### config.mk
export PLATFORM = sky130hd
export DESIGN_NAME = bridge_mc
export DESIGN_NICKNAME = d
export VERILOG_FILES = /design/src/rtl/bridge_pkg.sv /design/src/rtl/rr_arbiter.sv /design/src/rtl/bridge_mc.sv
export SDC_FILE = /design/constraint.sdc
export NUM_CORES = 1
export LEC_CHECK = 0
export BUFFER_PORTS_ARGS = -buffer_cell sky130_fd_sc_hd__buf_4
export CAP_MARGIN = 10
export CORE_UTILIZATION = 29
export CTS_BUF_LIST = sky130_fd_sc_hd__clkbuf_2 sky130_fd_sc_hd__clkbuf_4 sky130_fd_sc_hd__clkbuf_8
export CTS_CLUSTER_DIAMETER = 50
export DETAILED_ROUTE_END_ITERATION = 12
export GPL_ROUTABILITY_DRIVEN = 1
export PLACE_DENSITY = 0.62
export SYNTH_ARGS = -nofsm -noshare
export SYNTH_HDL_FRONTEND = slang
export SYNTH_SLANG_ARGS = --single-unit
### constraint.sdc
create_clock -name clk -period 6.14 [get_ports clk]
set_input_delay 1.228 -clock clk [delete_from_list [all_inputs] [get_ports clk]]
set_output_delay 1.228 -clock clk [all_outputs]
set_load 0.03 [all_outputs]
### src/rtl/bridge_pkg.sv
// Shared definitions for the multi-channel DRAM bridge.
//   stateT    : bridge FSM states
//   axiRespT  : AXI4-Lite response codes
//   calcAddr  : index-to-byte-address mapping (caller truncates to ADDR_W)
package bridge_pkg;

    typedef enum logic [2:0] {
        IDLE  = 3'd0,
        RD_A  = 3'd1,
        RD_D  = 3'd2,
        WR_AW = 3'd3,
        WR_B  = 3'd4,
        DONE  = 3'd5
    } stateT;

    typedef enum logic [1:0] {
        OKAY   = 2'b00,
        EXOKAY = 2'b01,
        SLVERR = 2'b10,
        DECERR = 2'b11
    } axiRespT;

    localparam int CALC_W = 64;

    // Each index addresses one DATA_W-wide word, so the index is scaled by
    // the word size in bytes (byteShift = log2(DATA_W/8)).
    function automatic logic [CALC_W-1:0] calcAddr(
        input logic [CALC_W-1:0] base,
        input logic [CALC_W-1:0] idx,
        input int                byteShift
    );
        return base + (idx << byteShift);
    endfunction

endpackage

### src/rtl/rr_arbiter.sv
// Round-robin arbiter for the bridge channels.
//   clk, rst  : clock, synchronous active-high reset (pointer back to 0)
//   en        : a grant taken this cycle advances the pointer
//   req       : per-channel request vector
//   grant     : one-hot winner (zero when no request)
//   grantIdx  : binary index of the winner
// The search starts at the pointer; after a grant the pointer moves to
// winner+1 so the winner has lowest priority next time.
module rr_arbiter #(
    parameter int N_CH = 2,
    parameter int CH_W = 1
) (
    input  logic            clk,
    input  logic            rst,
    input  logic            en,
    input  logic [N_CH-1:0] req,
    output logic [N_CH-1:0] grant,
    output logic [CH_W-1:0] grantIdx
);

    logic [CH_W-1:0] ptr;
    logic            found;
    int              cand;

    always_comb begin
        grant    = '0;
        grantIdx = '0;
        found    = 1'b0;
        cand     = 0;
        for (int k = 0; k < N_CH; k++) begin
            cand = int'(ptr) + k;
            if (cand >= N_CH) begin
                cand = cand - N_CH;
            end
            if (!found && req[cand]) begin
                found       = 1'b1;
                grant[cand] = 1'b1;
                grantIdx    = CH_W'(cand);
            end
        end
    end

    always_ff @(posedge clk) begin
        if (rst) begin
            ptr <= '0;
        end else if (en && found) begin
            ptr <= (int'(grantIdx) == N_CH - 1) ? '0 : grantIdx + CH_W'(1);
        end
    end

endmodule

### src/rtl/bridge_mc.sv
// Multi-channel DRAM bridge: N_CH clients share one AXI4-Lite master.
//   clk, rst          : clock, synchronous active-high reset
//   c_in_valid/c_ready: per-channel request handshake (c_ready = slot free)
//   c_r_wb, c_idx,
//   c_data_w          : per-channel request fields (1 = read)
//   c_out_valid       : one-cycle completion pulse to the owning channel
//   c_data_r, c_err   : shared read data / error flag, valid with c_out_valid
//   ar_*, r_*         : AXI4-Lite read address / read data channels
//   aw_*, w_*, b_*    : AXI4-Lite write address / write data / response
// Exactly one AXI transaction is outstanding at any time.
module bridge_mc
    import bridge_pkg::*;
#(
    parameter int                N_CH      = 2,
    parameter int                IDX_W     = 8,
    parameter int                DATA_W    = 64,
    parameter int                ADDR_W    = 17,
    parameter logic [ADDR_W-1:0] ADDR_BASE = 17'h10000
) (
    input  logic                     clk,
    input  logic                     rst,
    input  logic [N_CH-1:0]          c_in_valid,
    output logic [N_CH-1:0]          c_ready,
    input  logic [N_CH-1:0]          c_r_wb,
    input  logic [N_CH*IDX_W-1:0]    c_idx,
    input  logic [N_CH*DATA_W-1:0]   c_data_w,
    output logic [N_CH-1:0]          c_out_valid,
    output logic [DATA_W-1:0]        c_data_r,
    output logic                     c_err,
    output logic                     ar_valid,
    input  logic                     ar_ready,
    output logic [ADDR_W-1:0]        ar_addr,
    input  logic                     r_valid,
    output logic                     r_ready,
    input  logic [DATA_W-1:0]        r_data,
    input  logic [1:0]               r_resp,
    output logic                     aw_valid,
    input  logic                     aw_ready,
    output logic [ADDR_W-1:0]        aw_addr,
    output logic                     w_valid,
    input  logic                     w_ready,
    output logic [DATA_W-1:0]        w_data,
    input  logic                     b_valid,
    output logic                     b_ready,
    input  logic [1:0]               b_resp
);

    localparam int CH_W       = (N_CH > 1) ? $clog2(N_CH) : 1;
    localparam int BYTE_SHIFT = $clog2(DATA_W / 8);

    stateT              state;
    stateT              stateNext;

    logic [N_CH-1:0]    pend;
    logic [N_CH-1:0]    holdRwb;
    logic [IDX_W-1:0]   holdIdx  [N_CH];
    logic [DATA_W-1:0]  holdData [N_CH];

    logic [N_CH-1:0]    accept;
    logic [N_CH-1:0]    arbReq;
    logic [N_CH-1:0]    grantOh;
    logic [CH_W-1:0]    grantIdx;
    logic               arbEn;
    logic               grantLoad;

    logic               effRwb;
    logic [IDX_W-1:0]   effIdx;
    logic [DATA_W-1:0]  effData;

    logic [N_CH-1:0]    curOh;
    logic               curRead;
    logic               awDone;
    logic               wDone;
    logic [N_CH-1:0]    doneClr;

    logic [ADDR_W-1:0]  addrQ;
    logic [DATA_W-1:0]  wDataQ;
    logic [DATA_W-1:0]  rDataQ;
    axiRespT            respQ;

    // A slot is free exactly when nothing is pending on it; because pend
    // only clears at the end of DONE, a request presented during the
    // completion cycle is refused and c_ready rises one cycle later.
    assign c_ready = ~pend;
    assign accept  = c_in_valid & ~pend;

    // A request arriving while the FSM idles competes immediately, so the
    // AXI address phase starts the cycle after acceptance.
    assign arbReq    = pend | accept;
    assign arbEn     = (state == IDLE);
    assign grantLoad = arbEn && (|arbReq);

    rr_arbiter #(
        .N_CH (N_CH),
        .CH_W (CH_W)
    ) uArb (
        .clk      (clk),
        .rst      (rst),
        .en       (arbEn),
        .req      (arbReq),
        .grant    (grantOh),
        .grantIdx (grantIdx)
    );

    // Winner's request fields: from the holding register when it was
    // accepted earlier, straight from the ports when accepted this cycle.
    always_comb begin
        effRwb  = c_r_wb[grantIdx];
        effIdx  = c_idx[grantIdx*IDX_W +: IDX_W];
        effData = c_data_w[grantIdx*DATA_W +: DATA_W];
        if (pend[grantIdx]) begin
            effRwb  = holdRwb[grantIdx];
            effIdx  = holdIdx[grantIdx];
            effData = holdData[grantIdx];
        end
    end

    always_ff @(posedge clk) begin
        if (rst) begin
            state <= IDLE;
        end else begin
            state <= stateNext;
        end
    end

    always_comb begin
        stateNext = state;
        case (state)
            IDLE: begin
                if (|arbReq) begin
                    stateNext = effRwb ? RD_A : WR_AW;
                end
            end
            RD_A: begin
                if (ar_ready) begin
                    stateNext = RD_D;
                end
            end
            RD_D: begin
                if (r_valid) begin
                    stateNext = DONE;
                end
            end
            WR_AW: begin
                // Each half is finished if it already handshook or does so now.
                if ((awDone || aw_ready) && (wDone || w_ready)) begin
                    stateNext = WR_B;
                end
            end
            WR_B: begin
                if (b_valid) begin
                    stateNext = DONE;
                end
            end
            DONE: begin
                stateNext = IDLE;
            end
            default: begin
                stateNext = IDLE;
            end
        endcase
    end

    assign doneClr = (state == DONE) ? curOh : '0;

    always_ff @(posedge clk) begin
        if (rst) begin
            pend    <= '0;
            curOh   <= '0;
            curRead <= 1'b0;
            awDone  <= 1'b0;
            wDone   <= 1'b0;
        end else begin
            pend <= (pend & ~doneClr) | accept;
            if (grantLoad) begin
                curOh   <= grantOh;
                curRead <= effRwb;
                awDone  <= 1'b0;
                wDone   <= 1'b0;
            end else begin
                if (aw_valid && aw_ready) begin
                    awDone <= 1'b1;
                end
                if (w_valid && w_ready) begin
                    wDone <= 1'b1;
                end
            end
        end
    end

    always_ff @(posedge clk) begin
        if (rst) begin
            addrQ  <= '0;
            wDataQ <= '0;
        end else if (grantLoad) begin
            addrQ  <= ADDR_W'(calcAddr(CALC_W'(ADDR_BASE), CALC_W'(effIdx), BYTE_SHIFT));
            wDataQ <= effRwb ? '0 : effData;
        end
    end

    always_ff @(posedge clk) begin
        for (int i = 0; i < N_CH; i++) begin
            if (accept[i]) begin
                holdRwb[i]  <= c_r_wb[i];
                holdIdx[i]  <= c_idx[i*IDX_W +: IDX_W];
                holdData[i] <= c_data_w[i*DATA_W +: DATA_W];
            end
        end
        if (state == RD_D && r_valid) begin
            rDataQ <= r_data;
            respQ  <= axiRespT'(r_resp);
        end
        if (state == WR_B && b_valid) begin
            respQ <= axiRespT'(b_resp);
        end
    end

    assign ar_valid = (state == RD_A);
    assign r_ready  = (state == RD_D);
    assign aw_valid = (state == WR_AW) && !awDone;
    assign w_valid  = (state == WR_AW) && !wDone;
    assign b_ready  = (state == WR_B);
    assign ar_addr  = addrQ;
    assign aw_addr  = addrQ;
    assign w_data   = wDataQ;

    assign c_out_valid = doneClr;
    assign c_data_r    = (state == DONE && curRead) ? rDataQ : '0;
    assign c_err       = (state == DONE) && (respQ != OKAY);

endmodule

# Yosys cells after proc, flatten, opt, wreduce, memory -nomap -nowiden

Memory sizes are Yosys's and may differ from the RTL's.
Index checks and enable logic that the tools add are counted.

Bits in registers: 160
Bits in writable memories: 144
Output and inout port bits: 172
Logic and storage cells: 115
Memories: 2

Memories:

| memory   | depth | width | rd ports | clocked after Yosys merged registers in | write ports | line            | RTL |
|---|---|---|---|---|---|---|---|
| holdData | 2     | 64    | 1        | 0                                       | 2           | bridge_mc.sv:57 | `logic [DATA_W-1:0] holdData [N_CH];` |
| holdIdx  | 2     | 8     | 1        | 0                                       | 2           | bridge_mc.sv:56 | `logic [IDX_W-1:0] holdIdx [N_CH];` |

Add/subtract/negate cells: 5
Magnitude comparators: 7
Eq/ne operators: 10
Shift operators: 2
Multiplexer cells: 44
Bitwise operators: 7
Reduce and logical (&&, ||, !) cells: 25

Operator list:

| operator                 | number |
|---|---|
| $mux W64                 | 3 |
| $shiftx A128 B8 Y64      | 1 |
| $ge A32 B1 Y1 const B    | 2 |
| $lt A32 B3 Y1 const B    | 2 |
| $mux W32                 | 2 |
| $ge A32 B3 Y1 const B    | 1 |
| $sub A32 B3 Y32 const B  | 1 |
| $mux W1                  | 24 |
| $add A17 B11 Y17 const A | 1 |
| $shiftx A16 B5 Y8        | 1 |
| $mux W3                  | 5 |
| $pmux W3 S5              | 1 |
| $logic_and A1 B1 Y1      | 14 |
| $mux W2                  | 6 |
| $mux W8                  | 1 |
| $eq A3 B2 Y1 const B     | 2 |
| $eq A3 B3 Y1 const B     | 2 |
| $ne A2 B2 Y1 const B     | 3 |
| $or A2 B2 Y2             | 3 |
| $reduce_and A5 Y1        | 1 |
| $and A2 B2 Y2            | 2 |
| $ne A2 B1 Y1 const B     | 2 |
| $not A2 Y2               | 2 |
| $reduce_bool A2 Y1       | 2 |
| other kinds (11)         | 16 |

# Logic depth before layout (Yosys ltp)

Word-level depth: 16
Mapped depth: 8
Gate-level depth less buffers: 5

# Modules after synthesis

From an unflattened synthesis, not the netlist that was laid out.

Cells, all modules: 883
Area total of the unflattened synthesis: 12200.5 um2

By module, submodules not included:

| module     | instances | cells each | area each (um2) | seq. area each (um2) |
|---|---|---|---|---|
| bridge_mc  | 1         | 875        | 12127.9         | 8027.7 |
| rr_arbiter | 1         | 8          | 72.6            | 20.0 |

# Worst setup path before layout

No wires, ideal clock.

Kind: input to register
Start point: input port c_in_valid[0]
End point: memory holdData[0][0] (enable)
Setup time: 0.513 ns
Arrival time: 4.427 ns
Required time: 5.627 ns
Setup slack: 1.200 ns
Cell stages on the path: 1
Path buffers: 0
Path through: nor2b_1

RTL lines:

| what               | line            | RTL |
|---|---|---|
| start: declaration | bridge_mc.sv:22 | `input logic [N_CH-1:0] c_in_valid,` |
| end: declaration   | bridge_mc.sv:57 |  |

# Final worst setup path

Start point: register state[0]
End point: output port c_data_r[42]

Word-level cells in the longest chain between the ends: 3

RTL lines:

| what                     | line             | RTL |
|---|---|---|
| start: declaration       | bridge_mc.sv:51  | `stateT state;` |
| start signal: assignment | bridge_mc.sv:122 | `state <= stateNext;` |
| $eq A3 B3 Y1             | bridge_mc.sv:228 | `assign c_data_r = (state == DONE && curRead) ? rDataQ : '0;` |
| $logic_and A1 B1 Y1      | bridge_mc.sv:228 |  |
| $mux W64                 | bridge_mc.sv:228 |  |
| end: declaration         | bridge_mc.sv:28  | `output logic [DATA_W-1:0] c_data_r,` |

No other way between the ends.

==> impl_metrics.json <==
{
  "synth.most_common_cell": "edfxtp_1",
  "clock_latency_ns": 0.61,
  "num_antenna_cells": 0,
  "synth-edff-count": 212,
  "first_pass_iters": 4,
  "cts_made_buffers": 53,
  "ios": 395,
  "critical_path_arrival_ns": 2.44,
  "first_iter_violations": 495,
  "peakVddDrop_uv": 196,
  "start_util": 0.294,
  "finClkSkew_ns": 0.0302,
  "yosys.area.top_type": "edfxtp_1",
  "slew_violations": 0,
  "ys.flop_type": "edfxtp_1",
  "syn_area_um2": 11700,
  "p_leak_nw": 6.57,
  "status": "finished clean",
  "row_count": 73,
  "area_growth_pct": 36.5,
  "synth_area_per_cell_um2": 17.8,
  "grt_pass1_vias": 7563,
  "fin_util": 0.401,
  "drive_gt1_frac": 0.521,
  "port_buffers": 378,
  "antenna_found_initial": 0,
  "place_area_um2": 14800,
  "stdcell_area_um2": 15900,
  "setup.worst_path.start_class": "flip-flop",
  "ant_nets": 0,
  "cts_sinks": 296,
  "grt_max_degree": 68,
  "cts-htree-levels": 2,
  "critical_path_class": "reg2out",
  "crit_chain": "and3b_1 -> buf_4 -> and3_1 -> buf_4",
  "dieArea_um2": 41100,
  "min_period_ns": 3.66,
  "drv_cap": 0,
  "finalNonFillerCells": 1606,
  "clk_pin_slew_worst_paths_ns": 0.06,
  "crit_fanout": 67,
  "fin_nets": 1261,
  "max_freq_mhz": 273,
  "wl_per_cell_um": 19.6,
  "rsz0062_at_grt": "false",
  "synthDistinctLibCells": 42,
  "max-slew-margin-rel": 0.329,
  "track_usage": 0.149,
  "die_h_um": 203,
  "cp.required_ns": 4.91,
  "root_buffer": "clkbuf_8",
  "power_w": 0.00604,
  "dieWidth_um": 203,
  "max_stage_delay_ns": 0.60,
  "post-cts-setup-buffer-count": 0,
  "finalSetupTns_ns": 0,
  "yosys_register_bits": 296,
  "yosysTopAreaCellShare": 0.545,
  "syn-instance-count": 656,
  "synth_area_leaders": "edfxtp_1, dfxtp_1, mux4_2",
  "core_area_um2": 39700,
  "cpMaxStageDelayCell": "dfxtp_1",
  "endpoint_kind": "primary output",
  "avgViaCountPerCell": 4.71,
  "finalCritPeriodShare": 0.597,
  "tightestPinTransition_ns": 1.00,
  "grt_overflow_total": 0,
  "grt_pass1_wl_mm": 46.4,
  "ys_seq_area_frac": 0.689,
  "clockBufferDepth": 3,
  "setup_viol": 0,
  "worst_hold_path_type": "reg2reg",
  "remaining_drc_errors": 0,
  "path_common_cell": "buf_4",
  "cellPowerDensity_nw_per_um2": 379,
  "finalHoldViolations": 0,
  "cts_tree": "yes",
  "gp_congestion": 0.770,
  "place_hpwl_mm": 21.3,
  "cts_resized": 0,
  "routed_wl_mm": 31.5,
  "synth_common_cells": "edfxtp_1, dfxtp_1, a22o_1, mux4_2, and3_1",
  "synthArstFlopShare": 0,
  "num_vias": 7557,
  "hold_buffers": 0,
  "place_inst": 1508,
  "yosysWarnings": 0
}
report_power, final:
| part | switching, W | leakage (nW) | internal [W] |
|---|---|---|---|
| Combinational | 0.000902 | 3.32 | 0.000670 |
| Clock | 0.000820 | 0.573 | 0.00105 |
| Sequential | 0.000179 | 2.68 | 0.00242 |
| Total | 0.00190 | 6.57 | 0.00414 |
per-stage QoR:
step                      hold WS, ns  setup slack [ns]
after CTS                       0.468              2.45
after global routing            0.491              2.30
after global placement          0.461              2.05
after floorplan                 0.434              1.20
after detailed placement        0.454              2.07
final                           0.465              2.48
path summary, 6_finish.rpt:
check / startpoint / end / slack (ns) / cells after the start
worst min-delay path: curOh[1] / curOh[1] / 0.46 / 1
worst max register to register: state[0] / w_data[60] / 2.65 / 6
worst min register to register: curOh[1] / curOh[1] / 0.46 / 1
worst max-delay path: state[0] / c_data_r[42] / 2.48 / 4
cell families (layout without fill, tap and decap cells):
group | after synthesis | after routing | share of synthesized area
flip-flops | 296 | 296 | 0.689
AND/OR/NAND/NOR | 108 | 108 | 0.0557
AO/OA/AOI/OAI | 98 | 98 | 0.0702
buffers and inverters | 79 | 489 | 0.0437
multiplexers | 74 | 74 | 0.141
other | 1 | 16 | 0.000321
metal layers:
metal / vias to the layer above / GRT usage / wire length, um
met3: 60 / 0.0441 / 2140
met4: 0 / 0.0639 / 949
met5: - / 0 / 0
met1: 3816 / 0.190 / 12900
li1: 3394 / - / -
met2: 287 / 0.235 / 15500
registers in the layout, indices dropped and copies added, names as in the netlist, 3 cells and up:
signal	cells
rDataQ	64
ar_addr	9
state	3
w_data	64
holdIdx	16
holdData	128
cell type report:
| cell class | instances | area (um^2) |
|---|---|---|
| timing repair buffer | 386 | 2910 |
| fill | 3692 | 23800 |
| clock inverter | 17 | 118 |
| clock buffer | 81 | 971 |
| tap | 525 | 657 |
| sequential | 296 | 8050 |
| multi-input combinational | 296 | 3210 |
| inverter | 5 | 18.8 |
placed cells by master, fill, tap and decap left out, drive strengths merged, types with 4 or more instances in the layout:
master	count
a21oi	6
a22o	72
and2	4
and3	65
buf	386
clkbuf	81
clkinv	12
clkinvlp	4
conb	16
dfxtp	84
edfxtp	212
inv	5
mux4	72
nand2	5
nor2	12
nor3b	5
critical path, delay by kind of cell, from the launching register on:
family / cells / cell delay (ns)
simple gates: 2 / 0.56
flops: 1 / 0.60
buf+inv: 2 / 0.67
No activity file was read; power rests on OpenSTA's default activity.
